File: src/rtl/sensor_frame_uart_tx_pkg.sv
// Shared frame constants and types for the sensor frame UART transmitter.
// A frame is the header byte, PAYLOAD_BYTES of zero-padded sensor word
// (least significant byte first), then the XOR checksum of the payload.
package sensor_frame_uart_tx_pkg;

    localparam logic [7:0] DEF_HEADER_BYTE = 8'hA5;
    localparam int         FRAME_BYTES     = 15;
    localparam int         PAYLOAD_BYTES   = 13;
    localparam int         PAD_W           = 8 * PAYLOAD_BYTES;  // 104
    localparam int         SENSOR_W        = 102;

    // Frame-level phases: START = header byte on the line, DATA = payload
    // bytes, STOP = checksum byte, DONE = one-cycle handshake back to parser.
    typedef enum logic [2:0] {IDLE, START, DATA, STOP, DONE} frame_state_e;

    function automatic logic [7:0] payload_xor(input logic [PAD_W-1:0] p);
        logic [7:0] x;
        x = '0;
        for (int k = 0; k < PAYLOAD_BYTES; k++) x ^= p[8*k +: 8];
        return x;
    endfunction

endpackage

File: src/rtl/sensor_frame_uart_tx_uart_byte_tx.sv
// Single-byte 8N1 serializer.
//   clk_72MHz, rst_n : clock, async active-low reset
//   start, data      : load data and begin the start bit on the next cycle
//   tx               : UART line (flop output, idle high)
//   done             : high during the last cycle of the stop bit; a start
//                      in that same cycle chains the next byte with no gap
module uart_byte_tx #(
    parameter int CLKS_PER_BIT = 72
) (
    input  logic       clk_72MHz,
    input  logic       rst_n,
    input  logic       start,
    input  logic [7:0] data,
    output logic       tx,
    output logic       done
);
    localparam int CW = $clog2(CLKS_PER_BIT);
    localparam logic [CW-1:0] RELOAD = CW'(CLKS_PER_BIT - 1);

    logic [9:0]    shifter;   // {stop, data[7:0], start}; bit 0 is on the line
    logic [CW-1:0] bit_cnt;
    logic [3:0]    bit_idx;
    logic          active;

    assign tx   = shifter[0];
    assign done = active && (bit_cnt == '0) && (bit_idx == 4'd9);

    always_ff @(posedge clk_72MHz or negedge rst_n) begin
        if (!rst_n) begin
            shifter <= '1;
            bit_cnt <= '0;
            bit_idx <= '0;
            active  <= 1'b0;
        end else if (start) begin
            shifter <= {1'b1, data, 1'b0};
            bit_cnt <= RELOAD;
            bit_idx <= '0;
            active  <= 1'b1;
        end else if (active) begin
            if (bit_cnt == '0) begin
                bit_cnt <= RELOAD;
                // On the final bit the stop level simply stays on the line.
                if (bit_idx == 4'd9) begin
                    active <= 1'b0;
                end else begin
                    bit_idx <= bit_idx + 4'd1;
                    shifter <= {1'b1, shifter[9:1]};
                end
            end else begin
                bit_cnt <= bit_cnt - 1'b1;
            end
        end
    end

endmodule

File: src/rtl/sensor_frame_uart_tx.sv
// Sends one 15-byte frame per captured sensor word over an 8N1 UART.
//   clk_72MHz, rst_n  : clock, async active-low reset
//   sensor_iterations : 102-bit sensor word, valid with data_avl
//   data_avl          : capture strobe (only honoured in IDLE)
//   reset_parser      : one-cycle pulse after the checksum stop bit
//   tx                : UART line, idle high
//   busy              : frame in progress (capture through DONE)
//   dropped_cnt       : saturating count of strobes ignored while busy
module sensor_frame_uart_tx
    import sensor_frame_uart_tx_pkg::*;
#(
    parameter int         CLKS_PER_BIT = 72,
    parameter logic [7:0] HEADER_BYTE  = DEF_HEADER_BYTE
) (
    input  logic                clk_72MHz,
    input  logic                rst_n,
    input  logic [SENSOR_W-1:0] sensor_iterations,
    input  logic                data_avl,
    output logic                reset_parser,
    output logic                tx,
    output logic                busy,
    output logic [7:0]          dropped_cnt
);
    // Index of the last payload byte; once it completes, the checksum follows.
    localparam logic [3:0] LAST_PAYLOAD_IDX = 4'(FRAME_BYTES - 2);

    frame_state_e     state, state_nxt;
    logic [PAD_W-1:0] shadow;
    logic [3:0]       byte_idx;
    logic [7:0]       checksum, next_byte, bt_data;
    logic             capture, bt_start, bt_done;

    assign checksum = payload_xor(shadow);
    assign capture  = (state == IDLE) && data_avl;
    assign busy         = (state != IDLE);
    assign reset_parser = (state == DONE);

    // Byte following byte_idx: payload byte k lives at frame index k+1,
    // so the byte after index k is payload k, or the checksum after index 13.
    always_comb begin
        next_byte = checksum;
        if (byte_idx < LAST_PAYLOAD_IDX) next_byte = shadow[8*int'(byte_idx) +: 8];
    end

    always_comb begin
        state_nxt = state;
        bt_start  = 1'b0;
        bt_data   = next_byte;
        case (state)
            IDLE: if (data_avl) begin
                state_nxt = START;
                bt_start  = 1'b1;
                bt_data   = HEADER_BYTE;
            end
            START: if (bt_done) begin
                state_nxt = DATA;
                bt_start  = 1'b1;
            end
            DATA: if (bt_done) begin
                bt_start = 1'b1;
                if (byte_idx == LAST_PAYLOAD_IDX) state_nxt = STOP;
            end
            STOP: if (bt_done) state_nxt = DONE;
            DONE: state_nxt = IDLE;
            default: state_nxt = IDLE;
        endcase
    end

    always_ff @(posedge clk_72MHz or negedge rst_n) begin
        if (!rst_n) state <= IDLE;
        else        state <= state_nxt;
    end

    always_ff @(posedge clk_72MHz or negedge rst_n) begin
        if (!rst_n) begin
            shadow   <= '0;
            byte_idx <= '0;
        end else if (capture) begin
            shadow   <= {2'b00, sensor_iterations};
            byte_idx <= '0;
        end else if (bt_start) begin
            byte_idx <= byte_idx + 4'd1;
        end
    end

    always_ff @(posedge clk_72MHz or negedge rst_n) begin
        if (!rst_n)                                          dropped_cnt <= '0;
        else if (data_avl && busy && dropped_cnt != 8'hFF)   dropped_cnt <= dropped_cnt + 8'd1;
    end

    uart_byte_tx #(.CLKS_PER_BIT(CLKS_PER_BIT)) u_byte_tx (
        .clk_72MHz (clk_72MHz),
        .rst_n     (rst_n),
        .start     (bt_start),
        .data      (bt_data),
        .tx        (tx),
        .done      (bt_done)
    );

endmodule

File: config.mk
export PLATFORM = sky130hd
export DESIGN_NAME = sensor_frame_uart_tx
export DESIGN_NICKNAME = d
export VERILOG_FILES = /design/src/rtl/sensor_frame_uart_tx_pkg.sv /design/src/rtl/sensor_frame_uart_tx_uart_byte_tx.sv /design/src/rtl/sensor_frame_uart_tx.sv
export SDC_FILE = /design/constraint.sdc
export NUM_CORES = 1
export LEC_CHECK = 0
export BUFFER_PORTS_ARGS = -buffer_cell sky130_fd_sc_hd__clkbuf_2
export CORE_MARGIN = 3
export CORE_UTILIZATION = 35
export CTS_BUF_LIST = sky130_fd_sc_hd__clkbuf_8
export DETAILED_ROUTE_END_ITERATION = 8
export GPL_TIMING_DRIVEN = 0
export SLEW_MARGIN = 10
export SYNTH_ARGS = -nofsm -noshare
export SYNTH_HDL_FRONTEND = slang
export SYNTH_SLANG_ARGS = --single-unit
File: constraint.sdc
create_clock -name clk_72MHz -period 6.14 [get_ports clk_72MHz]
set_input_delay 0.614 -clock clk_72MHz [delete_from_list [all_inputs] [get_ports clk_72MHz]]
set_output_delay 0.614 -clock clk_72MHz [all_outputs]
set_load 0.1 [all_outputs]
### Word-level counts from Yosys, hierarchy flattened

Cells that the tools add are included.

| operators by class | value |
|---|---|
| reduce and logical (&&, ||, !) cells | 14 |
| multiply operators | 0 |
| eq/ne operators | 13 |
| add/sub/neg operators | 4 |
| divide/modulo/power cells | 0 |
| mux-type cells | 29 |
| shift operators | 1 |
| bitwise gates (word level) | 12 |
| $lt $le $gt $ge | 1 |

Operators with widths:

| kind | count |
|---|---|
| indexed part select 104 x 8 -> 8 bit | 1 |
| bitwise XOR 8 bit | 11 |
| two-way mux 10 bit | 4 |
| two-way mux 4 bit | 6 |
| two-way mux 8 bit | 3 |
| two-way mux 7 bit | 3 |
| two-way mux 3 bit | 5 |
| != test 2 bit (second input constant) | 6 |
| case mux 3 bit (4 select lines) | 1 |
| adder 4 x 1 -> 4 bit (second input constant) | 2 |
| adder 8 x 1 -> 8 bit (second input constant) | 1 |
| == test 4 bit (second input constant) | 2 |
| != test 8 bit (second input constant) | 1 |
| bitwise XOR 8 x 6 -> 8 bit | 1 |
| zero test 7 bit | 1 |
| subtractor 7 x 1 -> 7 bit (second input constant) | 1 |
| == test 3 x 2 -> 1 bit (second input constant) | 2 |
| two-way mux 1 bit | 6 |
| nonzero test 2 bit | 3 |
| logical AND 1 bit | 5 |
| AND reduction 5 bit | 1 |
| less-than comparator 4 bit (second input constant) | 1 |
| == test 3 x 1 -> 1 bit (second input constant) | 1 |
| == test 3 bit (second input constant) | 1 |
| 5 further kinds | 5 |

| word-level totals | value |
|---|---|
| word-level logic and storage cells | 82 |
| flip-flop bits (word level) | 139 |
| bits in latches | 0 |
| ROM bits | 0 |
| memories kept | 0 |
| memory bits (writable) | 0 |

### Longest topological paths before layout

Gate-level depths: netlist of run 1.

| depth | value |
|---|---|
| depth in word-level cells | 16 |
| mapped depth | 11 |

### Hierarchy

Synthesis of run 1 repeated with hierarchy kept, for this count alone.

| second synthesis, totals | value |
|---|---|
| cells, all modules | 796 |
| area, all modules | 7599.8 µm² |

By module, submodules not included:

| module | seq. area each (µm²) | cells an instance | instances | area each (µm²) |
|---|---|---|---|---|
| sensor_frame_uart_tx | 2927.8 | 668 | 1 | 6359.8 |
| uart_byte_tx | 536.8 | 128 | 1 | 1239.9 |

### Worst setup path before layout of run 1

OpenSTA, ideal clock, no wires.

| path | value |
|---|---|
| kind | flip-flop to output port |
| start | register state[1] |
| end | output port reset_parser |
| cell stages (with the launch flop) | 3 |
| setup slack | 2835 ps |
| path buffers | 1 |
| data arrival time | 2691 ps |
| path through | dfrtp_1 -> buf_2 -> nor3b_1 |

| between the ends | value |
|---|---|
| cells in the longest elaborated chain, start to end | 1 |

Ends and longest elaborated chain:

| item | RTL line | text |
|---|---|---|
| start: declaration | sensor_frame_uart_tx.sv:27 | `frame_state_e state, state_nxt;` |
| start signal: assignment | sensor_frame_uart_tx.sv:71 | `else state <= state_nxt;` |
| == test 3 bit | sensor_frame_uart_tx.sv:36 | `assign reset_parser = (state == DONE);` |
| end: declaration | sensor_frame_uart_tx.sv:19 | `output logic reset_parser,` |

No other way between the ends.

### Final worst setup path of run 1

| path | value |
|---|---|
| start | register byte_idx[1] |
| end | register u_byte_tx.shifter[2] |

| between the ends | value |
|---|---|
| cells in the longest elaborated chain, start to end | 5 |
| elaborated cells on any way between the ends | 6 |

Ends and longest elaborated chain:

| item | RTL line | text |
|---|---|---|
| start: declaration | sensor_frame_uart_tx.sv:29 | `logic [3:0] byte_idx;` |
| start signal: assignment | sensor_frame_uart_tx.sv:82 | `byte_idx <= byte_idx + 4'd1;` |
| indexed part select 104 x 8 -> 8 bit or less-than comparator 4 bit (tied branches) | sensor_frame_uart_tx.sv:42 | `if (byte_idx < LAST_PAYLOAD_IDX) next_byte = shadow[8*int'(byte_idx) +: 8];` |
| two-way mux 8 bit * | sensor_frame_uart_tx.sv:42 |  |
| two-way mux 8 bit | sensor_frame_uart_tx.sv:50 | `IDLE: if (data_avl) begin` |
| two-way mux 8 bit * | sensor_frame_uart_tx.sv:49 | `case (state)` |
| two-way mux 10 bit * | sensor_frame_uart_tx_uart_byte_tx.sv:34 | `end else if (start) begin` |
| end signal: assignment | sensor_frame_uart_tx_uart_byte_tx.sv:35 | `shifter <= {1'b1, data, 1'b0};` |
| end signal: assignment | sensor_frame_uart_tx_uart_byte_tx.sv:47 | `shifter <= {1'b1, shifter[9:1]};` |
| end: declaration | sensor_frame_uart_tx_uart_byte_tx.sv:20 | `logic [9:0] shifter;` |

Mark *: on every way between the ends. The rest lies on a longest branch, timed or not.
A chain may end at the register's enable or synchronous reset.

==> impl_metrics.env, run 1 <==
export IMPL_run_status="finished, final reports clean"
export IMPL_detail_route_vias_per_cell=4.97
export IMPL_syn_mean_instance_area_um2=9.41
export IMPL_floorplan_initialDensity_pct=36.3
export IMPL_dieHeight_um=153
export IMPL_worst_ep_arrival_time_ns=3.30
export IMPL_period_needed_ns=2.93
export IMPL_final_min_period_over_clock_period_pct=47.7
export IMPL_cts_repair_resize_count=0
export IMPL_fill_cells=2079
export IMPL_syn_area_mm2=0.00751
export IMPL_slew_headroom_pct=39.8
export IMPL_fin_skew_ns=0.0119
export IMPL_postSynthCellCount=798
export IMPL_busiest_metal_layer_after_global_routing="met2"
export IMPL_power_mw=3.05
export IMPL_part_of_the_total_power_dissipated_in_combinational_logic_pct=32.9
export IMPL_postRouteWirelength_um=21100
export IMPL_drc_violation_count_after_routing=0
export IMPL_p_per_area_mw_per_mm2=344
export IMPL_fraction_of_final_layout_cells_with_drive_strength_greater_than_1_pct=22.2
export IMPL_antenna_found_initial=0
export IMPL_insertedDiodeCount=0
export IMPL_hold_viol_final=0
export IMPL_endpoint_class_of_the_critical_path="flop"
export IMPL_firstDrtPassIters=5
export IMPL_cts_setup_buffers=0
export IMPL_number_of_buffers_inserted_during_clock_tree_synthesis=17
export IMPL_avgRoutedWirePerCell_um=17.4
export IMPL_hold_path_class="input pin to async pin"
export IMPL_synth_xor_xnor_area_share_pct=13.4
export IMPL_yosys_mux_area_fraction_pct=6.81
export IMPL_grt_pass1_vias=6020
export IMPL_clock_fmax_mhz=341
export IMPL_place_port_buffers=115
export IMPL_fin_setup_tns_ns=0
export IMPL_dpl_hpwl_um=15600
export IMPL_design_core_area_mm2=0.0207
export IMPL_floorplan_die_width_um=153
export IMPL_dieArea_mm2=0.0233
export IMPL_proportion_of_netlist_area_held_by_the_largest_area_contributor_pct=43.0
export IMPL_synth_area_leaders="dfrtp_1 43%, nand2_1 16%, xnor2_1 7.2%"
export IMPL_async_flop_share_pct=100
export IMPL_clk_sinks=138
export IMPL_cts_root_buf="clkbuf_8"
export IMPL_synth_largest_area_cell="dfrtp_1"
export IMPL_startpoint_type="flop"
export IMPL_gp_congestion=0.853
export IMPL_ctsHoldBuffers=0
export IMPL_ys_seq_area_share_pct=46.1
export IMPL_grtUsageTotal_pct=18.2
export IMPL_grt_overflow=0
export IMPL_cp_data_required_time_ns=6.50
export IMPL_yosys_area_share_simple_pct=23.0
export IMPL_path_max_fanout=10
export IMPL_unrepaired_setup_endpoints_after_global_routing="false"
export IMPL_swShare_pct=35.6
export IMPL_grt_start_max_net_pins=83
export IMPL_antenna_violating_nets_post_route=0
export IMPL_synth_top_family_by_area="simple AND/OR/NAND/NOR gates"
export IMPL_start_to_end_type_of_the_worst_setup_path="flop to flop"
export IMPL_seq_power_share_pct=41.8
export IMPL_internal_portion_of_total_power_mw=1.97
export IMPL_area_delta_synth_final_pct=18.2
export IMPL_mappedNetlistNets=910
export IMPL_hold_ws_ns=0.123
export IMPL_tightest_slew_ns=0.897
export IMPL_std_cell_rows=52
export IMPL_number_of_enable_flip_flop_cells_after_synthesis=0
export IMPL_met2_usage_pct=30.1
export IMPL_maxCapViolCount=0
export IMPL_synth_seq_cells=138
export IMPL_tritoncts="built"
export IMPL_synth_compound_area_share_pct=6.30
export IMPL_final_setup_viol_count=0
export IMPL_io_pin_count=116
export IMPL_clk_latency_ns=0.46
export IMPL_cts_htree_levels=4
export IMPL_clk_pin_slew_worst_paths_ns=0.08
export IMPL_cellLeakagePower_nw=4.36
export IMPL_vias=6049
export IMPL_globalRouteMet3Util_pct=3.78
export IMPL_drt_iter0_drc=369
export IMPL_grt_use_met1_pct=24.1
export IMPL_p_sw_mw=1.09
export IMPL_synth_adder_area_share_pct=1.17
export IMPL_wire_length_of_the_first_global_routing_pass_um=33100
export IMPL_share_clk_of_total_power_pct=25.3
export IMPL_drv_slew=0
export IMPL_final_nets=1045
export IMPL_ctsLongestPathBuffers=2
export IMPL_vdd_ir_drop_max_v=0.000173
export IMPL_ys_dominant_reg_cell="dfrtp_1"
export IMPL_yosysWarningCount=0
export IMPL_synthDistinctLibCells=58
==> synthesized netlist by cell type (2+ instances only) <==
cell and count:
a2111oi_0 2, a211oi_1 10, a21oi_1 5, a221oi_1 3, a22oi_1 3, a311oi_1 2
and2_1 3, and3_1 2, and3b_1 2, buf_1 9, buf_2 23, buf_4 2
buf_6 2, clkbuf_1 8, dfrtp_1 129, dfstp_2 9, ha_1 7, inv_1 7
mux2i_1 14, mux4_2 16, nand2_1 327, nand3_1 7, nand3b_1 5, nand4_1 6
nor2_1 25, nor2b_1 2, nor3_1 10, nor3_2 2, nor3b_1 4, nor4b_1 3
o2111ai_1 2, o211a_1 3, o211ai_1 9, o21ai_0 10, o22a_1 2, o22ai_1 2
o311ai_0 2, or3_1 6, xnor2_1 62, xnor3_1 12, xor2_1 22
==> cell usage in the layout (no fill, tap or decap), types with 3 or more instances in the layout <==
master,n
buf_1,9
nor4b_1,3
o211ai_1,9
a21oi_1,5
or3_1,6
a221oi_1,3
nor3_1,10
and2_1,3
nand3_1,7
nand3b_1,5
nand4_1,6
ha_1,7
nor3b_1,4
clkbuf_1,8
o21ai_0,10
o211a_1,3
clkbuf_8,22
nor2_1,25
nand2_1,327
xor2_1,22
xnor3_1,12
buf_2,23
clkbuf_2,114
dfrtp_1,129
a22oi_1,3
dfstp_2,9
inv_1,9
xnor2_1,62
mux4_2,16
mux2i_1,14
a211oi_1,10
==> cells by family after synthesis <==
group | count (synthesis)
adder cells (fa/ha/maj) | 7
multiplexers | 31
flip-flops | 138
AND/OR/NAND/NOR | 412
buffers and inverters | 51
AO/OA/AOI/OAI | 63
XOR/XNOR | 96
==> power by group through the flow <==
stage,logic (mW),clock network (mW),registers (mW)
after floorplan,0.637,0,1.40
after global placement,0.989,0,1.29
after detailed placement,1.01,0,1.29
after CTS,1.01,0.787,1.28
after global routing,1.10,0.827,1.30
final,1.00,0.773,1.28
==> per-stage QoR <==
stage                     util (%)  instances  worst slack (ns)  area [µm²]
after CTS                     42.9       1216              3.24        8870
after global routing          42.9       1216              2.93        8880
after floorplan                  -        798              2.84        7510
final                         42.9       1216              3.21        8880
after global placement        40.7       1183              2.03        8430
after detailed placement      40.9       1184              3.25        8460
==> state kept, by name (all words and copies together) (netlist names) <==
signal,flops
u_byte_tx.bit_cnt,7
u_byte_tx.bit_idx,4
u_byte_tx.shifter,9
byte_idx,4
dropped_cnt,8
shadow,102
state,3
u_byte_tx.active,1
==> layout make-up <==
type	instances	area, µm²	share of cell area (%)
Inverter	7	26.3	0.296
Timing Repair Buffer	116	612	6.89
Clock inverter	11	119	1.34
Buffer	44	216	2.44
Sequential cell	138	3460	39.0
Multi-Input combinational cell	609	3810	42.9
Clock buffer	21	289	3.26
Tap cell	270	338	3.81
==> final timing paths <==
| check | startpoint | endpoint | cells after the start | slack (ns) |
|---|---|---|---|---|
| worst max-delay path | byte_idx[1] | u_byte_tx.shifter[2] | 10 | 3.21 |
| max in group asynchronous | rst_n | u_byte_tx.shifter[4] | 2 | 5.18 |
| worst min-delay path | rst_n | dropped_cnt[3] | 1 | 0.12 |
| worst min register to register | dropped_cnt[7] | dropped_cnt[7] | 1 | 0.49 |
| min in group clk_72MHz | sensor_iterations[12] | shadow[12] | 3 | 0.34 |
| worst max register to register | byte_idx[1] | u_byte_tx.shifter[2] | 10 | 3.21 |
==> worst max-delay path: stages (launching register included) <==
cell	delay, ns
dfrtp_1	0.35
buf_2	0.22
buf_2	0.34
buf_4	0.30
inv_1	0.15
ha_1	0.22
and3b_1	0.20
buf_1	0.39
o311ai_0	0.23
and4_1	0.26
a211oi_1	0.17
==> metal layers <==
metal | wire (µm) | share of wire (%)
met1 | 9100 | 43
met2 | 10300 | 49
met5 | 0 | 0
met3 | 1230 | 5.8
met4 | 455 | 2.2
No activity file was read; power rests on OpenSTA's default activity.
==> run 2, diff against run 1 <==
==> constraint.sdc (replaced) <==
create_clock -name clk_72MHz -period 2.8 [get_ports clk_72MHz]
set_input_delay 0.28 -clock clk_72MHz [delete_from_list [all_inputs] [get_ports clk_72MHz]]
set_output_delay 0.28 -clock clk_72MHz [all_outputs]
set_load 0.1 [all_outputs]
==> run 2 against run 1 <==
Compared with the run above: maximum frequency is 11% higher; sequential share of layout area shrank 0.63 points; non-clock buffer count is 16 higher; sequential power increased by 120%; routed wire length fell by 0.30%; register-to-register slack worse by 3.0 ns; combinational power is 120% higher; final cell count up 1.2%; die area did not move; critical path type unchanged; highest routed layer unchanged.
==> impl_metrics.env, run 2 (synthesis gave the netlist of run 1 again) <==
export IMPL_dieArea_mm2=0.0233
export IMPL_wire_length_of_the_first_global_routing_pass_um=32800
export IMPL_place_detailed_instances=1184
export IMPL_grt_pass1_vias=6057
export IMPL_reg2reg_depth=7
export IMPL_largest_reg_flops=102
export IMPL_cts_htree_levels=4
export IMPL_multiInputGateArea_mm2=0.00381
export IMPL_cts_setup_buffers=0
export IMPL_drv_slew=0
export IMPL_drc_violation_count_after_routing=0
export IMPL_layout_area_seq_mm2=0.00346
export IMPL_floorplan_die_width_um=153
export IMPL_endpoint_class_of_the_critical_path="flop"
export IMPL_start_to_end_type_of_the_worst_setup_path="flop to flop"
export IMPL_slew_headroom_pct=21.6
export IMPL_cellLeakagePower_nw=4.40
export IMPL_clk_latency_ns=0.45
export IMPL_worstHoldEndpoint="shadow[10]"
export IMPL_antenna_found_initial=0
export IMPL_ctsLongestPathBuffers=2
export IMPL_fin_setup_tns_ns=0
export IMPL_most_frequent_cells_in_the_layout="327 x nand2_1, 129 x dfrtp_1, 114 x clkbuf_2, 62 x xnor2_1, 25 x nor2_1"
export IMPL_holdCritStartpoint="sensor_iterations[10]"
export IMPL_fin_skew_ns=0.0142
export IMPL_vias=6072
export IMPL_cp_data_required_time_ns=3.16
export IMPL_dp_slack_ns=0.0228
export IMPL_io_pin_count=116
export IMPL_power_mw=6.64
export IMPL_postRouteWirelength_um=21000
export IMPL_final_min_period_over_clock_period_pct=93.9
export IMPL_crit_path_top_delay_cell="nor3_1"
export IMPL_maxCapViolCount=0
export IMPL_drt_iter0_drc=366
export IMPL_place_port_buffers=115
export IMPL_grt_overflow=0
export IMPL_firstDrtPassIters=5
export IMPL_final_setup_viol_count=0
export IMPL_tightest_slew_ns=1.16
export IMPL_unrepaired_setup_endpoints_after_global_routing="false"
export IMPL_std_cell_rows=52
export IMPL_timing_final_ws_setup_ns=0.171
export IMPL_period_needed_ns=2.63
export IMPL_finished_layout_cells=1231
export IMPL_insertedDiodeCount=0
export IMPL_avgRoutedWirePerCell_um=17.1
export IMPL_hold_path_class="input pin to flop"
export IMPL_p_per_area_mw_per_mm2=736
export IMPL_fill_cells=2081
export IMPL_hold_path_cell_count=3
export IMPL_gp_congestion=0.891
export IMPL_number_of_buffers_inserted_during_clock_tree_synthesis=17
export IMPL_most_frequent_standard_cell_in_the_layout_excluding_fill_and_tap_cells="nand2_1"
export IMPL_grtUsageTotal_pct=18.0
export IMPL_layout_top_registers="shadow x102, u_byte_tx.shifter x9, dropped_cnt x8"
export IMPL_startpoint_type="flop"
export IMPL_timing_critical_path_slowest_cell_delay_ns=0.69
export IMPL_timing_rr_start="u_byte_tx.bit_idx[1]"
export IMPL_tritoncts="built"
export IMPL_worst_ep_arrival_time_ns=2.99
export IMPL_cts_root_buf="clkbuf_8"
export IMPL_registers_top_by_ff_count="shadow"
export IMPL_fraction_of_final_layout_cells_with_drive_strength_greater_than_1_pct=22.0
export IMPL_critical_path_top_delay_family="compound AO/OA/AOI/OAI gates"
export IMPL_design_core_area_mm2=0.0207
export IMPL_area_delta_synth_final_pct=20.1
export IMPL_worstSetupStartpoint="u_byte_tx.bit_idx[1]"
export IMPL_grt_start_max_net_pins=87
export IMPL_dieHeight_um=153
export IMPL_hold_viol_final=0
export IMPL_path_max_fanout=7
export IMPL_clk_sinks=138
export IMPL_reg2reg_setup_slack_ns=0.17
export IMPL_antenna_violating_nets_post_route=0
export IMPL_clk_pin_slew_worst_paths_ns=0.07
export IMPL_clock_fmax_mhz=380
export IMPL_detail_route_vias_per_cell=4.93
export IMPL_critical_path_n_buffers_inverters=1
export IMPL_worst_r2r_endpoint="u_byte_tx.shifter[7]"
export IMPL_cp_cell_sequence="inv_1 > ha_1 > nand3b_1 > nor3_1 > a21oi_1 > a2111oi_0 > a211oi_1"
export IMPL_floorplan_initialDensity_pct=36.3
export IMPL_run_status="finished, final reports clean"
export IMPL_final_nets=1061
export IMPL_vdd_ir_drop_max_v=0.000308
export IMPL_dpl_hpwl_um=15500
-- run 2: cell count changes in the layout (fill, tap and decap cells not counted), sizes merged --
cell and change:
clkinvlp +3, inv -2, clkbuf -2, dlygate4sd3 +17, buf -1
-- run 2: stage by stage --
step	hold slack, ns	util, %	area (µm²)
after floorplan	-0.0156	-	7520
after global placement	0.473	40.7	8430
after detailed placement	0.274	40.9	8470
after CTS	0.000373	43.5	9010
after global routing	0.00210	43.6	9020
final	0.0215	43.6	9020
-- run 2: how the worst max path moves through the flow --
stage                                       to  slack [ns]  cells past startpoint
after floorplan                     shadow[18]        0.24                      9
after global placement              shadow[80]       -0.99                      1
after detailed placement  u_byte_tx.shifter[2]        0.02                     10
after CTS                 u_byte_tx.shifter[2]        0.13                      9
after global routing      u_byte_tx.shifter[7]      0.0009                      7
final                     u_byte_tx.shifter[7]        0.17                      7
-- run 2: area by class of cell --
| cell class | instances | area share (%) |
|---|---|---|
| sequential | 138 | 38.4 |
| tap | 270 | 3.74 |
| multi-input combinational | 609 | 42.2 |
| clock buffer | 19 | 2.90 |
| clock inverter | 12 | 1.39 |
| timing repair buffer | 133 | 8.67 |
| inverter | 7 | 0.291 |
| buffer | 43 | 2.36 |
-- run 2: worst min-delay path: cells and delay by family --
| kind | cells | cell delay (ns) |
|---|---|---|
| buf+inv | 1 | 0.07 |
| simple gates | 2 | 0.08 |
-- run 2: report_power, final --
| group | total [mW] | leakage, nW | internal [mW] | switching, mW |
|---|---|---|---|---|
| logic | 2.21 | 2.52 | 1.03 | 1.18 |
| clock network | 1.63 | 0.187 | 0.827 | 0.803 |
| registers | 2.79 | 1.70 | 2.41 | 0.384 |
-- run 2: metal layers --
layer  GRT usage (%)  up-vias  share of wire [%]
li1                -     2945                  -
met1            23.6     2947                 44
met2            30.3      155                 50
met3            3.61       25                4.4
met4            5.35        0                1.7
met5               0        -                  0
-- run 2: repair_timing --
action / 4_1_cts / 5_1_grt
hold endpoints to repair: 67 / 1
setup endpoints to repair: 1 / 2
gates resized for setup: 0 / 1
gates cloned: 0 / 0
hold buffers: 16 / 1
